==> src/rtl/player_pkg.sv <==
// Shared types and playfield constants for the player paddle motion controller.
package player_pkg;

    typedef enum logic [1:0] {
        IDLE     = 2'd0,
        PLAY     = 2'd1,
        FREEZE   = 2'd2,
        RECENTER = 2'd3
    } ctrl_state_t;

    localparam int PF_X_MIN      = 265;
    localparam int PF_X_MAX      = 613;
    localparam int PADDLE_W      = 50;
    localparam int PADDLE_HOME_X = 300;
    localparam int PADDLE_HOME_Y = 420;

    // One-pixel step in the requested direction, pinned to [lo, hi].
    function automatic logic [15:0] step_clamp(input logic [15:0] x,
                                               input logic        right,
                                               input logic [15:0] lo,
                                               input logic [15:0] hi);
        if (right)
            return (x < hi) ? x + 16'd1 : hi;
        else
            return (x > lo) ? x - 16'd1 : lo;
    endfunction

endpackage

==> src/rtl/btn_debounce.sv <==
// Two-flop synchronizer plus run-length debouncer for one raw push-button.
module btn_debounce #(
    parameter int DEB_MS = 8
) (
    input  logic clk_1ms,
    input  logic rst_n,
    input  logic raw,
    output logic level,
    output logic rise,
    output logic fall
);

    localparam int CW = $clog2(DEB_MS + 1);

    logic          sync_1;
    logic          sync_2;
    logic [CW-1:0] cnt;

    // Level flips on the DEB_MS-th consecutive sample that disagrees with it.
    always_ff @(posedge clk_1ms or negedge rst_n) begin
        if (!rst_n) begin
            sync_1 <= 1'b0;
            sync_2 <= 1'b0;
            cnt    <= '0;
            level  <= 1'b0;
            rise   <= 1'b0;
            fall   <= 1'b0;
        end else begin
            sync_1 <= raw;
            sync_2 <= sync_1;
            rise   <= 1'b0;
            fall   <= 1'b0;
            if (sync_2 == level) begin
                cnt <= '0;
            end else if (cnt == CW'(DEB_MS - 1)) begin
                cnt   <= '0;
                level <= sync_2;
                rise  <= sync_2;
                fall  <= !sync_2;
            end else begin
                cnt <= cnt + 1'b1;
            end
        end
    end

endmodule

==> src/rtl/player_motion_ctrl.sv <==
// Player paddle horizontal motion: debounce, last-pressed arbitration,
// ramped step pacing, playfield clamp and a small game-state FSM.
module player_motion_ctrl
    import player_pkg::*;
#(
    parameter int X_MIN       = PF_X_MIN,
    parameter int X_MAX       = PF_X_MAX,
    parameter int X_HOME      = PADDLE_HOME_X,
    parameter int Y_HOME      = PADDLE_HOME_Y,
    parameter int DEB_MS      = 8,
    parameter int SLOW_PERIOD = 4,
    parameter int FAST_PERIOD = 1,
    parameter int RAMP_MS     = 200
) (
    input  logic        clk_1ms,
    input  logic        rst_n,
    input  logic        button,
    input  logic        button1,
    input  logic        game_en,
    input  logic        freeze,
    input  logic        recenter,
    output logic [15:0] x_player,
    output logic [15:0] y_player,
    output logic        moving,
    output logic        dir,
    output logic [1:0]  state
);

    // state    | meaning
    // IDLE     | no motion, waiting for game_en
    // PLAY     | button-driven stepping
    // FREEZE   | position held, pacing/hold cleared
    // RECENTER | 1 px/ms back to X_HOME, buttons ignored

    localparam int PMAX = (SLOW_PERIOD > FAST_PERIOD) ? SLOW_PERIOD : FAST_PERIOD;
    localparam int PW   = $clog2(PMAX + 1);
    localparam int HW   = $clog2(RAMP_MS + 1);
    localparam logic [15:0] XL = 16'(X_MIN);
    localparam logic [15:0] XR = 16'(X_MAX);
    localparam logic [15:0] XH = 16'(X_HOME);

    logic l_lvl, l_rise, l_fall;
    logic r_lvl, r_rise, r_fall;

    btn_debounce #(.DEB_MS(DEB_MS)) u_deb_left (
        .clk_1ms (clk_1ms),
        .rst_n   (rst_n),
        .raw     (button),
        .level   (l_lvl),
        .rise    (l_rise),
        .fall    (l_fall)
    );

    btn_debounce #(.DEB_MS(DEB_MS)) u_deb_right (
        .clk_1ms (clk_1ms),
        .rst_n   (rst_n),
        .raw     (button1),
        .level   (r_lvl),
        .rise    (r_rise),
        .fall    (r_fall)
    );

    ctrl_state_t   state_q, state_d;
    logic [15:0]   x_q, x_d;
    logic          dir_q;
    logic          last_right, last_right_eff;
    logic          tie, tie_eff;
    logic          req_valid, req_right;
    logic          prev_valid, prev_right, new_run;
    logic [HW-1:0] hold_cnt, hold_eff;
    logic [PW-1:0] pace_cnt, pace_eff, period;
    logic          motion_en, run, step_req, move_right;

    // Rise pulses coincide with the first high level cycle, so fold them in here.
    always_comb begin
        last_right_eff = last_right;
        tie_eff        = tie;
        if (l_rise && r_rise) begin
            tie_eff = 1'b1;
        end else if (l_rise) begin
            last_right_eff = 1'b0;
            tie_eff        = 1'b0;
        end else if (r_rise) begin
            last_right_eff = 1'b1;
            tie_eff        = 1'b0;
        end else if (l_fall || r_fall) begin
            tie_eff = 1'b0;
        end
        req_valid = (l_lvl ^ r_lvl) || (l_lvl && r_lvl && !tie_eff);
        req_right = (l_lvl && r_lvl) ? last_right_eff : r_lvl;
    end

    assign motion_en = (state_q == PLAY) && game_en && !freeze && !recenter;
    assign run       = motion_en && req_valid;

    always_comb begin
        state_d    = state_q;
        x_d        = x_q;
        move_right = req_right;
        step_req   = 1'b0;
        new_run    = !prev_valid || (prev_right != req_right);
        hold_eff   = new_run ? '0 : hold_cnt;
        pace_eff   = new_run ? '0 : pace_cnt;
        period     = (hold_eff < HW'(RAMP_MS)) ? PW'(SLOW_PERIOD) : PW'(FAST_PERIOD);
        case (state_q)
            IDLE: begin
                if (game_en) state_d = PLAY;
            end
            PLAY: begin
                if (recenter)      state_d = RECENTER;
                else if (freeze)   state_d = FREEZE;
                else if (!game_en) state_d = IDLE;
                if (run && (pace_eff == '0)) begin
                    step_req = 1'b1;
                    x_d      = step_clamp(x_q, req_right, XL, XR);
                end
            end
            FREEZE: begin
                if (recenter)    state_d = RECENTER;
                else if (!freeze) state_d = PLAY;
            end
            RECENTER: begin
                move_right = (x_q < XH);
                if (x_q == XH) state_d = IDLE;
                else           x_d = move_right ? x_q + 16'd1 : x_q - 16'd1;
            end
            default: state_d = IDLE;
        endcase
    end

    assign moving = (x_d != x_q);

    always_ff @(posedge clk_1ms or negedge rst_n) begin
        if (!rst_n) begin
            state_q    <= IDLE;
            x_q        <= XH;
            dir_q      <= 1'b0;
            last_right <= 1'b0;
            tie        <= 1'b0;
            prev_valid <= 1'b0;
            prev_right <= 1'b0;
            hold_cnt   <= '0;
            pace_cnt   <= '0;
        end else begin
            state_q    <= state_d;
            x_q        <= x_d;
            last_right <= last_right_eff;
            tie        <= tie_eff;
            if (moving) dir_q <= move_right;
            if (run) begin
                prev_valid <= 1'b1;
                prev_right <= req_right;
                hold_cnt   <= (hold_eff == HW'(RAMP_MS)) ? hold_eff : hold_eff + 1'b1;
                pace_cnt   <= step_req ? period - 1'b1 : pace_eff - 1'b1;
            end else begin
                prev_valid <= 1'b0;
                hold_cnt   <= '0;
                pace_cnt   <= '0;
            end
        end
    end

    assign x_player = x_q;
    assign y_player = 16'(Y_HOME);
    assign dir      = dir_q;
    assign state    = state_q;

endmodule

==> config.mk <==
export PLATFORM = sky130hd
export DESIGN_NAME = player_motion_ctrl
export DESIGN_NICKNAME = d
export VERILOG_FILES = /design/src/rtl/player_pkg.sv /design/src/rtl/btn_debounce.sv /design/src/rtl/player_motion_ctrl.sv
export SDC_FILE = /design/constraint.sdc
export NUM_CORES = 1
export LEC_CHECK = 0
export ABC_CLOCK_PERIOD_IN_PS = 3190
export BUFFER_PORTS_ARGS = -buffer_cell sky130_fd_sc_hd__buf_4
export CORE_AREA = 5 5 101 103
export DETAILED_ROUTE_END_ITERATION = 8
export DIE_AREA = 0 0 106 108
export PLACE_DENSITY = 0.73
export SYNTH_ARGS = -nofsm -noshare
export SYNTH_HDL_FRONTEND = slang
export SYNTH_SLANG_ARGS = --single-unit
==> constraint.sdc <==
create_clock -name clk_1ms -period 3.19 [get_ports clk_1ms]
set_input_delay 0.638 -clock clk_1ms [delete_from_list [all_inputs] [get_ports clk_1ms]]
set_output_delay 0.638 -clock clk_1ms [all_outputs]
set_load 0.01 [all_outputs]
# Word-level counts from Yosys, hierarchy flattened
# Index checks and enable logic that the tools add are counted.
# Widths: inputs -> output; s select.
[word_totals] register_bits=52 latch_bits=0 mem_bits_rw=0 mem_bits_ro=0 out_inout_bits=36 elab_cells=118 mem_count=0
[classes] add_sub_neg=7 n_mul=0 div_mod_pow=0 order_cmp=4 n_eq_ne=15 shifts=0 mux=46 n_bitwise=3 n_reduce_logical=22
[ops] op="$mux 16" n=6
[ops] op="$pmux 16 s2" n=1
[ops] op="$mux 8" n=3
[ops] op="$mux 1" n=20
[ops] op="$add 16x1->16 const B" n=1
[ops] op="$eq 16x9->1 const B" n=1
[ops] op="$gt 16x9->1 const B" n=1
[ops] op="$lt 16x10->1 const B" n=1
[ops] op="$lt 16x9->1 const B" n=1
[ops] op="$mux 4" n=4
[ops] op="$ne 16x16->1" n=1
[ops] op="$sub 16x1->16 const B" n=1
[ops] op="$mux 2" n=7
[ops] op="$mux 3" n=4
[ops] op="$add 4x1->4 const B" n=2
[ops] op="$add 8x1->8 const B" n=1
[ops] op="$eq 4x3->1 const B" n=2
[ops] op="$eq 8x8->1 const B" n=1
[ops] op="$logic_and 1x1->1" n=8
[ops] op="$lt 8x8->1 const B" n=1
[ops] op="$pmux 2 s4" n=1
[ops] op="$logic_not 1->1" n=6
[ops] op="$sub 3x1->3 const B" n=2
[ops] op="$eq 2x2->1 const B" n=2
[ops] op="13 further kinds" n=19

# Logic depth before layout (Yosys ltp)
# Gate-level depths: netlist of run 1.
[depth] word_depth=14 depth_mapped=16 ltp_nobuf=12

# Cells and area by module
# Synthesis of run 1 repeated with hierarchy kept, for this count alone.
[hier_totals] hier_cells=435 hier_area_um2=3849.9
[modules_own_cells] mod="player_motion_ctrl" instances=1 cells_per_inst=389 area_each_um2=3124.2 seq_area_each_um2=855.8
[modules_own_cells] mod="btn_debounce" instances=2 cells_per_inst=23 area_each_um2=362.8 seq_area_each_um2=225.2

# Worst setup path after synthesis of run 1
# Ideal clock, no wire load.
[synth_timing] path_kind="flip-flop to output port" start="register x_q[0] (netlist: x_player[0])" end="output moving" arrival_ns=2.852 required_time_ns=2.552 path_slack_ns=-0.300 stages_incl_launch_ff=14 n_path_buf=2 cell_sequence="dfrtp_1 clkbuf_1 inv_1 ha_1 buf_2 nor4b_1 nand2b_1 nor2_1 xnor2_1 mux2i_1 o22a_1 a32oi_1 nand3_1 a2111o_1"
[synth_via] elab_chain_len=6
[synth_rtl] element="start, declared" line="player_motion_ctrl.sv:64" source="logic [15:0] x_q, x_d;"
[synth_rtl] element="start signal, assigned" line="player_motion_ctrl.sv:136" source="x_q <= XH;"
[synth_rtl] element="start signal, assigned" line="player_motion_ctrl.sv:146" source="x_q <= x_d;"
[synth_rtl] element="$sub 16x1->16, or another cell as far along" line="player_pkg.sv:25, player_motion_ctrl.sv:125"
[synth_rtl] element="$mux 16, on equally long branches" line="player_pkg.sv:25, player_pkg.sv:23"
[synth_rtl] element="$mux 16" line="player_pkg.sv:22" source="if (right)"
[synth_rtl] element="$mux 16" line="player_motion_ctrl.sv:113" source="if (run && (pace_eff == '0)) begin"
[synth_rtl] element="$pmux 16 s2" line="player_motion_ctrl.sv:105" source="case (state_q)"
[synth_rtl] element="$ne 16x16->1 *" line="player_motion_ctrl.sv:131" source="assign moving = (x_d != x_q);"
[synth_rtl] element="end, declared" line="player_motion_ctrl.sv:24" source="output logic moving,"
# Mark *: on every way between the ends. The rest lies on a longest branch, timed or not.

# Worst setup path after layout of run 1
# Ends and elaborated chain as after synthesis.

==> flow_metrics.py, run 1 <==
metrics = {
    "outcome": {
        "outcome": "finished with violations",
        "violations": "negative setup slack",
    },
    "worst_hold_path": {
        "hp-class": "in -> async",
    },
    "synthesis": {
        "netlist.top_cell.by_area": "dfrtp_1",
        "synthArstFlopShare_pct": 100,
        "yosysWarningCount": 0,
        "ys_ff_latch": 52,
        "avgSynthCellArea_sq_um": 8.44,
        "synthFlopType": "dfrtp_1",
        "syn_area_sq_um": 4010,
        "synthTopCellsByArea": "dfrtp_1 (30%), nand2_1 (4.3%), a21oi_1 (4.1%), o21ai_0 (4.0%), nor2_1 (3.9%)",
        "synth-seq-area-share_pct": 32.6,
        "synth_top_area_share_pct": 30.0,
        "synthCells": 475,
        "synth_enable_flop_cells": 0,
        "ys_types": 82,
    },
    "clock_tree": {
        "clockBufferDepth": 2,
        "cts_root_buf": "clkbuf_8",
        "path_clk_slew_ns": 0.12,
        "numCtsBuffers": 5,
        "worstSkewPairLatency_ns": 0.32,
        "cts_hold_buf": 0,
        "cts_tree": "yes",
        "cts_sinks": 52,
        "htreeDepth": 2,
    },
    "critical_path": {
        "required_ns": 2.55,
        "rr_worst_depth": 14,
        "endpoint_kind": "output port",
        "start_kind": "flop",
        "path_class": "reg -> out",
        "crit_chain": "inv_4 -> ha_4 -> nor2b_1 -> o311ai_1 -> and4_4 -> buf_6 -> a211oi_2 -> a311oi_1 -> a21oi_1 -> a311oi_1 -> nand4_1 -> a2111o_1 -> buf_6",
        "cp_max_fo": 4,
        "cp_slowest_cell": "dfrtp_1",
        "critPathArrivalTime_ns": 3.17,
        "critPathMaxStageDelay_ns": 0.44,
    },
    "grt": {
        "grt_overflow": 0,
        "grt_start_max_net_pins": 53,
        "track_usage_pct": 24.3,
        "grt_pass1_vias": 4162,
        "grt_antenna_before_repair": 0,
        "grt_pass1_wl_um": 22000,
    },
    "sta": {
        "final-setup-viol-count": 2,
        "fin_skew_ns": 0.0194,
        "grt_setup_unrepaired": "yes",
        "period_needed_ns": 3.81,
        "max_slew_margin_pct": 55.3,
        "fmax_ghz": 0.263,
        "worst_slew_pin_slew_ns": 0.671,
        "finalHoldViolCount": 0,
        "min_period_over_period_pct": 119,
        "timing.final.ws_setup_ns": -0.619,
        "maxSlewViolCount": 0,
    },
    "detailed_routing": {
        "vias": 4377,
        "viasPerCell": 5.92,
        "routed_wl_um": 14100,
        "firstDrtPassIters": 5,
        "drtIter0Drc": 406,
        "drc": 0,
        "ant_nets": 0,
        "wire_per_inst_um": 19.0,
    },
    "flow_run": {
        "maxCapViolations": 0,
    },
    "cells_and_area": {
        "drive_gt1_share_pct": 40.9,
        "utilization_pct": 62.7,
        "areaGrowthSynthToFinish_pct": 42.5,
        "nNetsFinal": 643,
        "diodes": 0,
        "final_cell_mix": "buf_4 (162), dfrtp_1 (45), nand2_1 (43)",
        "final_common_cell": "buf_4",
    },
    "die": {
        "fp.dieH_um": 108,
        "die_w_um": 106,
        "ios": 43,
        "core_area_sq_um": 9110,
        "initial_utilization_pct": 44.0,
        "die-area_sq_um": 11400,
        "num_rows": 35,
    },
    "place": {
        "io_buffer_count": 26,
        "place_hpwl_um": 10300,
        "gp_congestion": 1.00,
        "place_worst_setup_slack_ns": -0.401,
    },
    "power": {
        "p_per_area_nw_per_um2": 691,
        "power.net_switching_mw": 1.72,
        "p_leak_nw": 2.49,
        "peakVddDrop_v": 0.000666,
        "p_int_mw": 2.23,
        "p_clk_share_pct": 12.2,
        "p_sw_share_pct": 43.5,
        "power_frac_comb_pct": 64.5,
        "seq_power_share_pct": 23.3,
    },
}
[final timing paths]
path | end | slack [ns] | startpoint
min in group clk_1ms | u_deb_left.sync_2 | 0.36 | u_deb_left.sync_1
worst max register to register | dir | -0.07 | x_player[0]
max in group asynchronous | x_player[4] | 2.36 | rst_n
worst min-delay path | hold_cnt[2] | 0.35 | rst_n
worst min register to register | u_deb_left.sync_2 | 0.36 | u_deb_left.sync_1
worst max-delay path | moving | -0.62 | x_player[0]
[worst max-delay path: cells and delay by family (launching register included)]
| kind | cells | cell delay, ns |
|---|---|---|
| compound gates | 6 | 1.39 |
| fa+ha+maj | 1 | 0.16 |
| buf+inv | 3 | 0.32 |
| flops | 1 | 0.44 |
| simple gates | 3 | 0.53 |
[timing repair]
item,in CTS,in global routing
gates resized for setup,26,45
pin swaps,15,25
endpoints found under the setup margin,2,2
buffers inserted,17,14
[cells in the mapped netlist, drive strengths merged, types with 7 or more instances]
master	instances
nand2	47
buf	30
xor2	8
ha	9
clkbuf	17
nand3	23
nor3	16
o22ai	8
inv	9
xnor2	9
mux2i	7
nor3b	10
dfrtp	48
o21ai	32
a21oi	34
or3	8
nor2	43
[metrics by stage]
step                total power [mW]  area (sq um)  std cells  TNS (ns)  hold WS [ns]
finish                          3.95          5710        739    -0.691         0.351
global route                    4.18          5710        739    -0.897         0.379
CTS                             3.73          5440        728    -0.596         0.363
detailed placement              3.09          5070        703    -0.433         0.339
global placement                3.08          5070        703    -0.420         0.335
floorplan                       2.12          4100        489   -0.0727         0.331
[flip-flops by register name, indices dropped and copies added (netlist names), 2 cells and up]
| signal | cells |
|---|---|
| pace_cnt | 3 |
| u_deb_left.cnt | 4 |
| u_deb_right.cnt | 4 |
| hold_cnt | 8 |
| x_player | 16 |
| state | 2 |
[metal layers]
layer | vias up | global-route usage (%) | wire (um)
met5 | - | 0 | 0
met3 | 28 | 3.52 | 1140
li1 | 2022 | - | -
met4 | 0 | 6.85 | 254
met2 | 235 | 40.5 | 6660
met1 | 2092 | 33.1 | 6010
[cells by family (layout without fill, tap and decap cells)]
family                   Yosys count  after routing  synth area share [%]
AO/OA/AOI/OAI                    135            135                  23.8
XOR/XNOR                          17             17                  3.71
adder cells (fa/ha/maj)           10             10                  3.09
buffers and inverters             57            196                  8.49
flip-flops                        52             52                  32.6
multiplexers                      10             10                  2.68
other                              2             16                 0.187
AND/OR/NAND/NOR                  192            192                  25.5
[power by group through the flow]
stage | logic [mW] | registers, mW | clock network [mW]
final | 2.55 | 0.919 | 0.481
after global routing | 2.72 | 0.935 | 0.517
after CTS | 2.32 | 0.913 | 0.489
after detailed placement | 2.18 | 0.917 | 0
after global placement | 2.17 | 0.911 | 0
after floorplan | 1.17 | 0.943 | 0
[layout make-up]
| type | instances | area (sq um) |
|---|---|---|
| well taps | 111 | 139 |
| multi-input cells | 380 | 2690 |
| inverters | 10 | 45.0 |
| clock buffers | 5 | 68.8 |
| clock inverters | 3 | 46.3 |
| fillers | 762 | 3400 |
| flip-flops and latches | 52 | 1310 |
| repair buffers | 178 | 1420 |
Note: power is estimated with default switching activity, not from simulation.
==> run 2, diff against run 1 <==
--- a/config.mk
+++ b/config.mk
@@ -12,4 +12,5 @@
 export DIE_AREA = 0 0 106 108
 export PLACE_DENSITY = 0.73
+export SETUP_SLACK_MARGIN = 0.1
 export SYNTH_ARGS = -nofsm -noshare
 export SYNTH_HDL_FRONTEND = slang
==> constraint.sdc (replaced) <==
create_clock -name clk_1ms -period 3.19 [get_ports clk_1ms]
set_input_delay 0.638 -clock clk_1ms [delete_from_list [all_inputs] [get_ports clk_1ms]]
set_output_delay 0.638 -clock clk_1ms [all_outputs]
set_load 0.005 [all_outputs]
==> flow_metrics.py, run 2 (synthesis results as in run 1) <==
metrics = {
    "outcome": {
        "outcome": "finished with violations",
        "violations": "negative setup slack",
    },
    "critical_path": {
        "cp_max_fo": 8,
        "critPathMaxStageDelay_ns": 0.66,
        "required_ns": 2.55,
        "endpoint_kind": "output port",
        "crit_top_cell": "buf_4",
        "critPathLaunch": "x_player[2]",
        "start_kind": "flop",
        "rrSetupSlack_ns": 0.05,
        "path_class": "reg -> out",
        "critPathArrivalTime_ns": 3.17,
        "crit_chain": "nor2b_2 -> o311ai_1 -> and4_2 -> nand2_2 -> buf_4 -> o22ai_2 -> buf_4 -> o22ai_4 -> a2bb2o_4 -> nand4b_1 -> a2111o_1 -> buf_6",
        "cp_slowest_cell": "dfstp_2",
        "reg2reg_from": "x_player[2]",
    },
    "detailed_routing": {
        "ant_nets": 0,
        "wire_per_inst_um": 19.0,
        "routed_wl_um": 14000,
        "viasPerCell": 5.94,
        "drc": 0,
        "met2_length_um": 6520,
        "wl_met1_um": 5730,
        "drtIter0Drc": 415,
        "vias": 4374,
        "firstDrtPassIters": 6,
        "topRoutingLayerUsed": "met4",
        "wl_met3_um": 1280,
    },
    "clock_tree": {
        "worstSkewPairLatency_ns": 0.32,
        "cts_root_buf": "clkbuf_8",
        "cts_tree": "yes",
        "cts_sinks": 52,
        "path_clk_slew_ns": 0.10,
        "htreeDepth": 2,
        "numCtsBuffers": 5,
        "clockBufferDepth": 2,
    },
    "cells_and_area": {
        "multi_input_area_sq_um": 2600,
        "utilization_pct": 60.9,
        "final_common_cell": "buf_4",
        "final_cell_area_sq_um": 5550,
        "largest_reg_flops": 16,
        "diodes": 0,
        "regArea_sq_um": 1310,
        "areaGrowthSynthToFinish_pct": 38.4,
        "drive_gt1_share_pct": 38.6,
        "final_cell_mix": "buf_4 (165), dfrtp_1 (46), nand2_1 (45)",
        "nNetsFinal": 640,
        "final.fill_count": 805,
    },
    "power": {
        "p_sw_share_pct": 44.2,
        "p_int_mw": 2.07,
        "p_leak_nw": 2.44,
        "p_clk_share_pct": 10.8,
        "power.net_switching_mw": 1.64,
        "p_per_area_nw_per_um2": 669,
        "power_frac_comb_pct": 64.2,
        "seq_power_share_pct": 25.0,
        "peakVddDrop_v": 0.000545,
    },
    "die": {
        "die-area_sq_um": 11400,
        "ios": 43,
        "initial_utilization_pct": 44.0,
        "core_area_sq_um": 9110,
        "fp.dieH_um": 108,
        "num_rows": 35,
        "die_w_um": 106,
    },
    "grt": {
        "grt_antenna_before_repair": 0,
        "track_usage_pct": 24.5,
        "grt_overflow": 0,
        "grt_start_max_net_pins": 53,
        "grt_pass1_wl_um": 22200,
        "grt_pass1_vias": 4254,
    },
    "sta": {
        "min_period_over_period_pct": 119,
        "worst_slew_pin_slew_ns": 0.681,
        "finalSetupTns_ns": -0.619,
        "max_slew_margin_pct": 54.6,
        "fin_skew_ns": 0.00765,
        "maxSlewViolCount": 0,
        "period_needed_ns": 3.81,
        "hold_slack_ns": 0.356,
        "timing.final.ws_setup_ns": -0.619,
        "final-setup-viol-count": 1,
        "finalHoldViolCount": 0,
        "fmax_ghz": 0.263,
        "grt_setup_unrepaired": "yes",
    },
    "place": {
        "place_worst_setup_slack_ns": -0.360,
        "gp_congestion": 0.980,
        "place_area_sq_um": 5090,
        "io_buffer_count": 26,
        "place_hpwl_um": 10300,
    },
    "worst_hold_path": {
        "hp-class": "in -> async",
    },
    "flow_run": {
        "maxCapViolations": 0,
    },
}
==> run 2: cell types whose count changed in the layout (fill, tap and decap cells not counted), moves of 2 or more <==
cell and delta:
o21ai_1 -3, mux2i_4 -2, buf_6 -6, and3_4 -2, o21ai_2 -2, nor2b_2 +2, and3_1 +2, nand2_1 +2
nor2b_1 -2, o21ai_0 +5, buf_4 +3, nand2_2 -2
==> run 2: power by group through the flow <==
stage / clock network, mW / registers, mW / logic, mW
6_report: 0.402 / 0.928 / 2.38
3_3_place_gp: 0 / 0.916 / 2.13
3_5_place_dp: 0 / 0.924 / 2.16
5_1_grt: 0.436 / 0.948 / 2.55
4_1_cts: 0.408 / 0.922 / 2.30
2_1_floorplan: 0 / 0.919 / 1.16
==> run 2: path summary, 6_finish.rpt <==
kind                                endpoint  depth (start not counted)
setup / recovery                      moving                         12
hold / removal             u_deb_right.level                          1
setup reg to reg                         dir                         12
hold reg to reg            u_deb_left.sync_2                          0
max in group asynchronous        x_player[4]                          1
min in group clk_1ms       u_deb_left.sync_2                          0
==> run 2: routing by layer <==
layer  GRT usage (%)  vias up
li1                -     2012
met1            33.2     2053
met2            40.3      267
met3            3.58       42
met4            8.51        0
met5               0        -
==> run 2: final cells by class <==
class	count	share of cell area, %
multi-input combinational	380	46.8
timing repair buffer	175	24.7
sequential	52	23.6
tap	111	2.50
clock buffer	6	1.31
inverter	10	0.812
clock inverter	2	0.248
==> run 2: critical path: cells and delay by family (launching register included) <==
family	cells	cell delay (ns)
buffers and inverters	3	0.45
AOI/OAI and AO/OA	5	0.98
DFF	1	0.66
and+or+nand+nor	4	0.76
==> run 2: repair_timing <==
item / in CTS / in global routing
setup endpoints to repair: 2 / 3
resized for setup: 36 / 9
buffers inserted: 19 / 2
pin swaps: 14 / 2
hold buffers: 0 / 0
==> run 2: metrics by stage <==
stage,power (mW),instances
after global placement,3.05,707
after global routing,3.94,736
final,3.71,736
after floorplan,2.08,489
after detailed placement,3.08,707
after CTS,3.63,734
==> run 3, diff against run 2 <==
Settings changed: MAX_ROUTING_LAYER set to met4, TNS_END_PERCENT set to 20.
==> flow_metrics.py, run 3 (synthesis results as in run 1) <==
metrics = {
    "place": {
        "place_hpwl_um": 10300,
        "gp_congestion": 1.05,
        "io_buffer_count": 26,
        "dp_cells": 695,
    },
    "outcome": {
        "outcome": "finished with violations",
        "violations": "negative setup slack",
    },
    "detailed_routing": {
        "firstDrtPassIters": 7,
        "ant_nets": 0,
        "wire_per_inst_um": 19.8,
        "drtIter0Drc": 475,
        "routed_wl_um": 14600,
        "viasPerCell": 6.13,
        "drc": 0,
        "vias": 4511,
    },
    "sta": {
        "period_needed_ns": 3.80,
        "max_slew_margin_pct": 54.7,
        "grt_setup_unrepaired": "yes",
        "fmax_ghz": 0.263,
        "min_period_over_period_pct": 119,
        "maxSlewViolCount": 0,
        "timing.final.ws_setup_ns": -0.609,
        "fin_skew_ns": 0.0193,
        "finalHoldViolCount": 0,
        "final-setup-viol-count": 2,
        "worst_slew_pin_slew_ns": 0.680,
    },
    "cells_and_area": {
        "areaGrowthSynthToFinish_pct": 41.1,
        "stdcell_count": 736,
        "diodes": 0,
        "final_cell_mix": "buf_4 (165), nand2_1 (45), dfrtp_1 (45)",
        "multi_input_area_sq_um": 2670,
        "drive_gt1_share_pct": 40.3,
        "nNetsFinal": 640,
        "utilization_pct": 62.1,
        "final.fill_count": 784,
        "final_common_cell": "buf_4",
        "regArea_sq_um": 1310,
        "largest_reg_flops": 16,
    },
    "power": {
        "peakVddDrop_v": 0.000679,
        "p_per_area_nw_per_um2": 701,
        "p_leak_nw": 2.50,
    },
    "critical_path": {
        "critPathLaunch": "x_player[0]",
        "start_kind": "flop",
        "path_class": "reg -> out",
        "endpoint_kind": "output port",
        "critPathArrivalTime_ns": 3.16,
        "rrSetupSlack_ns": -0.06,
        "reg2reg_from": "x_player[0]",
        "required_ns": 2.55,
        "cp_max_fo": 4,
    },
    "clock_tree": {
        "worstSkewPairLatency_ns": 0.33,
        "cts_sinks": 52,
        "htreeDepth": 2,
        "cts_root_buf": "clkbuf_8",
        "cts_tree": "yes",
        "clockBufferDepth": 2,
        "path_clk_slew_ns": 0.12,
        "numCtsBuffers": 5,
    },
    "grt": {
        "grt_pass1_wl_um": 22900,
        "grt_use_met3_pct": 3.94,
        "grt_antenna_before_repair": 0,
        "track_usage_pct": 25.9,
        "busiest_layer": "met2",
        "grt_start_max_net_pins": 53,
        "grt_overflow": 0,
        "use_met1_pct": 33.5,
        "grt_pass1_vias": 4331,
        "met2_usage_pct": 41.0,
    },
    "die": {
        "ios": 43,
        "die_w_um": 106,
        "fp.dieH_um": 108,
        "num_rows": 35,
        "core_area_sq_um": 9110,
        "die-area_sq_um": 11400,
        "initial_utilization_pct": 44.0,
    },
    "flow_run": {
        "maxCapViolations": 0,
    },
    "worst_hold_path": {
        "hp-class": "in -> async",
    },
}
run 3: changes by cell type in the layout (fill, tap and decap cells not counted), sizes merged:
| cell | change |
|---|---|
| inv | -1 |
| bufinv | +1 |
run 3: final cells by class:
cell class	count	area share, %
tap	111	2.46
multi-input combinational	380	47.1
inverter	10	0.796
clock buffer	6	1.46
clock inverter	2	0.686
sequential	52	23.2
timing repair buffer	175	24.3
run 3: power by group:
| group | leakage [nW] | internal, mW | switching (mW) | total (mW) |
|---|---|---|---|---|
| Sequential | 0.654 | 0.791 | 0.130 | 0.922 |
| Clock | 0.0614 | 0.257 | 0.248 | 0.505 |
| Combinational | 1.79 | 1.22 | 1.32 | 2.54 |
| Total | 2.50 | 2.27 | 1.70 | 3.97 |
run 3: path summary, 6_finish.rpt:
| kind | to | cells after the start |
|---|---|---|
| max | moving | 13 |
| min | x_player[4] | 1 |
| max reg2reg | dir | 14 |
| min reg2reg | u_deb_left.sync_2 | 0 |
| max in group asynchronous | x_player[0] | 1 |
| min in group clk_1ms | u_deb_left.sync_2 | 0 |
run 3: worst max-delay path, stage by stage, from the launching register on:
cell,delay [ns]
dfrtp_2,0.46
buf_4,0.15
buf_4,0.13
ha_1,0.22
and3_4,0.21
buf_4,0.15
mux2i_2,0.20
buf_4,0.16
nand2_1,0.06
nor4b_1,0.16
o21ai_0,0.25
nand4b_1,0.16
a2111o_1,0.40
buf_6,0.13
run 3: metal layers:
metal | part of all wire (%) | vias to the layer above | wire length [um]
met5 | 0 | - | 0
met4 | 3.6 | 0 | 521
met3 | 8.9 | 55 | 1290
met2 | 46 | 296 | 6740
met1 | 41 | 2150 | 6020
li1 | - | 2010 | -
run 3: through the flow:
stage	instance area, sq um	hold slack, ns	setup slack (ns)	TNS [ns]	power, mW
after global routing	5660	0.375	-0.722	-0.881	4.17
after global placement	5000	0.335	-0.401	-0.444	3.03
after CTS	5570	0.360	-0.575	-0.587	3.84
after floorplan	4100	0.331	-0.0178	-0.0178	2.08
final	5660	0.354	-0.609	-0.668	3.97
after detailed placement	5000	0.337	-0.461	-0.593	3.04
run 3: what timing repair did:
action | CTS | global route
resized for setup | 51 | 10
hold buffers | 0 | 0
setup endpoints to repair | 2 | 2
pin swaps | 17 | 12
setup buffers | 28 | 6
